File: src/rtl/bcd_display_controller.sv
// Sequences one shared binary-to-BCD converter over seconds then minutes, commits both atomically,
// and scans the four digits onto a common-bus display. Optional: BCD_BLANK_LEADING_ZERO_EN.
module bcd_display_controller #(
  parameter int unsigned SCAN_DIV = 50000
) (
  input  logic       clk,
  input  logic       reset,
  input  logic [7:0] sec_value,
  input  logic [7:0] min_value,
  input  logic       update,
  output logic [7:0] conv_binary,
  input  logic [3:0] conv_tens,
  input  logic [3:0] conv_ones,
  output logic       busy,
  output logic       done,
  output logic [3:0] digit_en,
  output logic [3:0] digit_bcd
);

  localparam int unsigned CNT_W = (SCAN_DIV > 1) ? $clog2(SCAN_DIV) : 1;

  typedef enum logic [1:0] {
    S_IDLE   = 2'd0,
    S_SEC    = 2'd1,
    S_MIN    = 2'd2,
    S_COMMIT = 2'd3
  } state_t;

  state_t           r_state;
  logic [7:0]       r_conv_binary;
  logic [7:0]       r_sec_shadow;
  logic [7:0]       r_min_shadow;
  logic [7:0]       r_disp_sec;
  logic [7:0]       r_disp_min;
  logic             r_pending;
  logic             r_busy;
  logic             r_done;
  logic [CNT_W-1:0] r_scan_cnt;
  logic [1:0]       r_digit_idx;

  function automatic logic [7:0] sat99(input logic [7:0] v);
    return (v > 8'd99) ? 8'd99 : v;
  endfunction

  // Conversion sequencer; shadows isolate the display from half-finished conversions.
  always_ff @(posedge clk) begin
    if (reset) begin
      r_state       <= S_IDLE;
      r_conv_binary <= 8'd0;
      r_sec_shadow  <= 8'd0;
      r_min_shadow  <= 8'd0;
      r_disp_sec    <= 8'd0;
      r_disp_min    <= 8'd0;
      r_pending     <= 1'b0;
      r_busy        <= 1'b0;
      r_done        <= 1'b0;
    end else begin
      r_done <= 1'b0;
      case (r_state)
        S_IDLE: begin
          if (update) begin
            r_state       <= S_SEC;
            r_conv_binary <= sat99(sec_value);
            r_busy        <= 1'b1;
          end
        end
        S_SEC: begin
          r_sec_shadow  <= {conv_tens, conv_ones};
          r_conv_binary <= sat99(min_value);
          r_state       <= S_MIN;
          if (update) r_pending <= 1'b1;
        end
        S_MIN: begin
          r_min_shadow <= {conv_tens, conv_ones};
          r_state      <= S_COMMIT;
          if (update) r_pending <= 1'b1;
        end
        S_COMMIT: begin
          r_disp_sec <= r_sec_shadow;
          r_disp_min <= r_min_shadow;
          r_done     <= 1'b1;
          r_pending  <= 1'b0;
          if (update || r_pending) begin
            r_state       <= S_SEC;
            r_conv_binary <= sat99(sec_value);
          end else begin
            r_state <= S_IDLE;
            r_busy  <= 1'b0;
          end
        end
        default: r_state <= S_IDLE;
      endcase
    end
  end

  // Free-running scan, independent of the sequencer.
  always_ff @(posedge clk) begin
    if (reset) begin
      r_scan_cnt  <= '0;
      r_digit_idx <= 2'd0;
    end else if (r_scan_cnt == CNT_W'(SCAN_DIV - 1)) begin
      r_scan_cnt  <= '0;
      r_digit_idx <= r_digit_idx + 2'd1;
    end else begin
      r_scan_cnt <= r_scan_cnt + CNT_W'(1);
    end
  end

  always_comb begin
    digit_en  = 4'b0001;
    digit_bcd = 4'd0;
    case (r_digit_idx)
      2'd0: begin digit_en = 4'b0001; digit_bcd = r_disp_sec[3:0]; end
      2'd1: begin digit_en = 4'b0010; digit_bcd = r_disp_sec[7:4]; end
      2'd2: begin digit_en = 4'b0100; digit_bcd = r_disp_min[3:0]; end
      2'd3: begin
        digit_en  = 4'b1000;
        digit_bcd = r_disp_min[7:4];
`ifdef BCD_BLANK_LEADING_ZERO_EN
        if (r_disp_min[7:4] == 4'd0) digit_en = 4'b0000;
`endif
      end
      default: ;
    endcase
  end

  assign conv_binary = r_conv_binary;
  assign busy        = r_busy;
  assign done        = r_done;

endmodule

File: config.mk
export PLATFORM = sky130hd
export DESIGN_NAME = bcd_display_controller
export DESIGN_NICKNAME = d
export VERILOG_FILES = /design/src/rtl/bcd_display_controller.sv
export SDC_FILE = /design/constraint.sdc
export NUM_CORES = 1
export LEC_CHECK = 0
export ABC_CLOCK_PERIOD_IN_PS = 1500
export BUFFER_PORTS_ARGS = -buffer_cell sky130_fd_sc_hd__clkbuf_2
export CAP_MARGIN = 10
export CORE_MARGIN = 4
export CORE_UTILIZATION = 40
export CTS_CLUSTER_DIAMETER = 50
export DETAILED_ROUTE_END_ITERATION = 12
export SLEW_MARGIN = 25
export SYNTH_ARGS = -nofsm -noshare
export SYNTH_HDL_FRONTEND = slang
export SYNTH_SLANG_ARGS = --single-unit
File: constraint.sdc
create_clock -name clk -period 1.5 [get_ports clk]
set_input_delay 0.075 -clock clk [delete_from_list [all_inputs] [get_ports clk]]
set_output_delay 0.075 -clock clk [all_outputs]
set_load 0.02 [all_outputs]
* Word-level counts from Yosys, hierarchy flattened
Cells that the tools add are included.
** Cells by class
- Add/subtract/negate cells :: 2
- $lt $le $gt $ge :: 2
- Equal/unequal tests :: 11
- Multiplexer cells :: 15
- Reduce and logical (&&, ||, !) cells :: 11
** Operators with widths (number)
- $mux 8 :: 4
- $pmux 4 s4 :: 2
- $pmux 8 s3 :: 1
- $add 16x1->16 const B :: 1
- $eq 16x16->1 const B :: 1
- $gt 8x7->1 const B :: 2
- $eq 2x2->1 const B :: 4
- $pmux 2 s4 :: 1
- $ne 2x2->1 const B :: 3
- $reduce_and 3->1 :: 2
- $eq 2x1->1 const B :: 2
- $logic_not 2->1 :: 2
- $mux 1 :: 4
- $pmux 1 s2 :: 2
- $reduce_bool 2->1 :: 2
- $reduce_or 2->1 :: 2
- $reduce_bool 3->1 :: 1
- $add 2x1->2 const B :: 1
- $mux 2 :: 1
- $ne 2x1->1 const B :: 1
- $reduce_and 2->1 :: 1
- $logic_or 1x1->1 :: 1
** Storage, ports and cells
- Flip-flop bits (word level) :: 63
- Input bits :: 27
- Output and inout port bits :: 18
- Word-level logic and storage cells :: 52

* Depth between registers and ports, before layout
- Depth in word-level cells :: 4
- Depth in mapped cells :: 8
- Mapped depth without buffers :: 6

* Worst setup path after synthesis
OpenSTA, ideal clock, no wires.
- Path kind :: register to output
- Start :: reg r_digit_idx[0]
- End :: out digit_bcd[0]
- Arrival :: 1.438 ns
- Data required time :: 1.425 ns
- Path slack :: -0.013 ns
- Stages on the path, launching flop included :: 5
- Path buffers :: 1
- Cell sequence :: dfxtp_1 -> inv_1 -> ha_1 -> clkbuf_1 -> mux2i_1
** On the way
- Cells in the longest elaborated chain, start to end :: 2
- Elaborated cells between the ends (all ways) :: 5
** RTL lines
- start: declaration :: line 39 : logic [1:0] r_digit_idx;
- start signal: assignment :: line 103 : r_digit_idx <= r_digit_idx + 2'd1;
- $eq 2x2->1, or another cell as far along :: line 112 : case (r_digit_idx)
- $pmux 4 s4 (*) :: line 112
- end: declaration :: line 17 : output logic [3:0] digit_bcd
Every way passes the cells marked *; elsewhere a longest branch is shown, timed or not.

* Worst setup path after layout
- Start :: reg r_digit_idx[0]
- End :: out digit_bcd[3]
The elaborated chain is that of the path after synthesis.

==> impl_metrics.yaml <==
cts:
  clock_path_buffers: 2
  cts_tree: "done"
  postCtsSetupRepairBufs: 0
  cts_made_buffers: 9
  clk_pin_slew_ns: 0.07
  htree_levels: 3
  clk_latency_ns: 0.33
  cts.sinks: 63
  cts-root-buf: "clkbuf_8"
sta:
  fin_ws_ns: -0.1321
  worstMarginPinSlew_ns: 0.4949
  finalCritPeriodShare_pct: 108.8
  slew_violations: 0
  finClkSkew_ns: 0.009742
  rsz0062_at_grt: "true"
  finalSetupViolations: 4
  hold_viol_final: 0
  period_needed_ns: 1.632
  tns_ns: -0.4602
  fmax_ghz: 0.6127
  slew_headroom_pct: 66.59
  fin_hold_ws_ns: 0.01262
final_layout:
  final_layout_size_suffix_gt1_share_pct: 28.92
  final_nets: 406
  layout_commonest_cell: "dfxtp_1"
  final_cell_mix: "dfxtp_1 (59), nor2_1 (55), clkbuf_2 (40)"
  num_antenna_cells: 0
  area_growth_syn_to_layout_pct: 29.91
  fin_cells: 466
  fillCellCount: 640
drt:
  ant_nets: 0
  drt-total-wl_um: 6123
  via_count: 2311
  drc: 0
  via_per_inst: 4.959
  drt_iter0_markers: 67
  firstDrtPassIters: 5
  wl_per_cell_um: 13.14
outcome:
  violations: "setup timing"
  status: "finished, violations left"
worst_setup_path:
  crit_chain: "ha_2 > a222oi_1 > mux2i_1 > buf_2"
  cp_data_arrival_time_ns: 1.56
  rrSetupSlack_ns: 0.09
  cp_max_fo: 5
  rr_startpoint: "r_scan_cnt[15]"
  worstSetupStartpointType: "flip-flop"
  path_class: "flip-flop to primary output"
  crit_slowest_cell: "dfxtp_4"
  reg2reg_depth: 5
  r2r_end: "r_scan_cnt[3]"
  crit_required_ns: 1.42
  cp_slowest_stage_delay_ns: 0.37
  cp-end-kind: "primary output"
synth:
  synth_edf_count: 0
  synth_cells: 296
  avgSynthCellArea_um2: 9.638
  synth.top_cell.area_share_pct: 44.21
  ys_warn_count: 0
  synth_cell_types: 39
  yosys-top-cells-area: "dfxtp_1 (44%), mux2i_1 (13%), nor2_1 (7.4%)"
  netlist_area_mm2: 0.002853
  yosysTopAreaCell: "dfxtp_1"
  synth_nets: 337
  synthArstFlopShare_pct: 0
  ys_ff_latch: 63
  seq_area_frac_synth_pct: 44.21
  synth-main-ff-cell: "dfxtp_1"
floorplan:
  dieArea_mm2: 0.008547
  std_cell_rows: 30
  core_mm2: 0.006869
  io-pin-count: 45
  die_w_um: 92.45
  fp.dieH_um: 92.45
  start_util_pct: 41.53
power:
  irDropWorstVdd_mv: 0.6473
  finalPower_w: 0.005029
  p_per_area_mw_per_mm2: 1357
  p_leak_nw: 1.451
hold_path:
  holdPathEnd: "r_sec_shadow[5]"
  min_from: "conv_tens[1]"
  worstHoldPathCells: 3
  holdCritPathClass: "input pin to flip-flop"
global_route:
  grt_pass1_vias: 2198
  grt_start_max_net_pins: 34
  antenna_found_initial: 0
  grt_usage_pct: 14.83
  grt_pass1_wl_um: 10190
  grt_overflow_total: 0
flow_run:
  maxCapViolations: 0
place:
  gp_congestion: 0.7931
  dp_cells: 443
  hpwl_um: 4229
  port_buffers: 44
-- state kept, by name, indices dropped and copies added (netlist names) --
name	flops
done	1
r_scan_cnt	16
r_disp_min	8
r_state	2
r_pending	1
conv_binary	8
r_min_shadow	8
r_sec_shadow	8
r_digit_idx	2
busy	1
r_disp_sec	8
-- synthesized netlist by cell type, types with 2 or more instances --
cell type / number
a211oi_1: 5
a21oi_1: 13
a222oi_1: 4
a22oi_1: 5
buf_2: 4
clkbuf_1: 7
dfxtp_1: 63
ha_1: 14
inv_1: 13
mux2i_1: 37
nand2_1: 5
nand2b_1: 2
nand3_1: 11
nand4_1: 4
nor2_1: 56
nor2b_1: 2
nor3_1: 6
nor3b_1: 3
nor4_1: 3
o21ai_0: 8
xnor2_1: 11
xor2_1: 3
-- cell type report --
class                      instances  area [um2]  area share (%)
sequential                        63        1274           34.37
tap                               96       120.1           3.241
inverter                          13       53.80           1.452
clock buffer                      11       151.4           4.085
clock inverter                     5       63.81           1.722
multi-input combinational        209        1593           42.98
timing repair buffer              69       450.4           12.15
-- report_power, final --
| part | total (W) | switching (W) | internal, W |
|---|---|---|---|
| clock network | 0.00156 | 0.000690 | 0.000873 |
| registers | 0.00202 | 0.000131 | 0.00189 |
| logic | 0.00144 | 0.000773 | 0.000671 |
-- routing by layer --
metal | vias to the layer above | global-route usage (%) | routed length [um]
li1 | 1185 | - | -
met1 | 1071 | 19.59 | 3028
met2 | 49 | 22.96 | 2741
met3 | 6 | 4.305 | 307
met4 | 0 | 5.322 | 45
met5 | - | 0 | 0
-- worst max path at each step --
stage	start	endpoint	depth (start not counted)	slack, ns
6_report	r_digit_idx[0]	digit_bcd[3]	4	-0.13
5_1_grt	r_digit_idx[0]	digit_bcd[3]	4	-0.23
3_5_place_dp	r_state[1]	conv_binary[3]	6	-0.06
2_1_floorplan	r_digit_idx[0]	digit_bcd[0]	4	-0.01
4_1_cts	r_digit_idx[1]	digit_bcd[1]	5	-0.15
3_3_place_gp	r_scan_cnt[15]	r_scan_cnt[8]	5	0.02
-- metrics by stage --
stage	setup WS [ns]	cell area [um2]	utilization, %
after floorplan	-0.01281	2853	-
after global placement	0.01919	3303	48.09
after detailed placement	-0.06073	3303	48.09
after CTS	-0.1530	3642	53.02
after global routing	-0.2303	3706	53.95
final	-0.1321	3706	53.95
-- kinds of logic after synthesis --
| logic type | after synthesis | synth area share, % |
|---|---|---|
| AO/OA/AOI/OAI | 43 | 10.66 |
| XOR/XNOR | 14 | 4.298 |
| adder cells (fa/ha/maj) | 14 | 6.140 |
| multiplexers | 37 | 12.98 |
| flip-flops | 63 | 44.21 |
| AND/OR/NAND/NOR | 100 | 17.98 |
| buffers and inverters | 25 | 3.728 |
-- critical path: cells and delay by family (launching register included) --
family                   cells  cell delay, ns
multiplexers                 1            0.11
AO/OA/AOI/OAI                1            0.36
buffers and inverters        1            0.17
adder cells (fa/ha/maj)      1            0.22
flip-flops                   1            0.37
-- repair_timing --
item | 4_1_cts | 5_1_grt
gates resized for setup | 18 | 18
endpoints found under the hold margin | 10 | 0
hold buffers | 6 | 0
gates cloned | 0 | 1
setup endpoints to repair | 23 | 34
pin swaps | 5 | 3
Note: power is estimated with default switching activity, not from simulation.
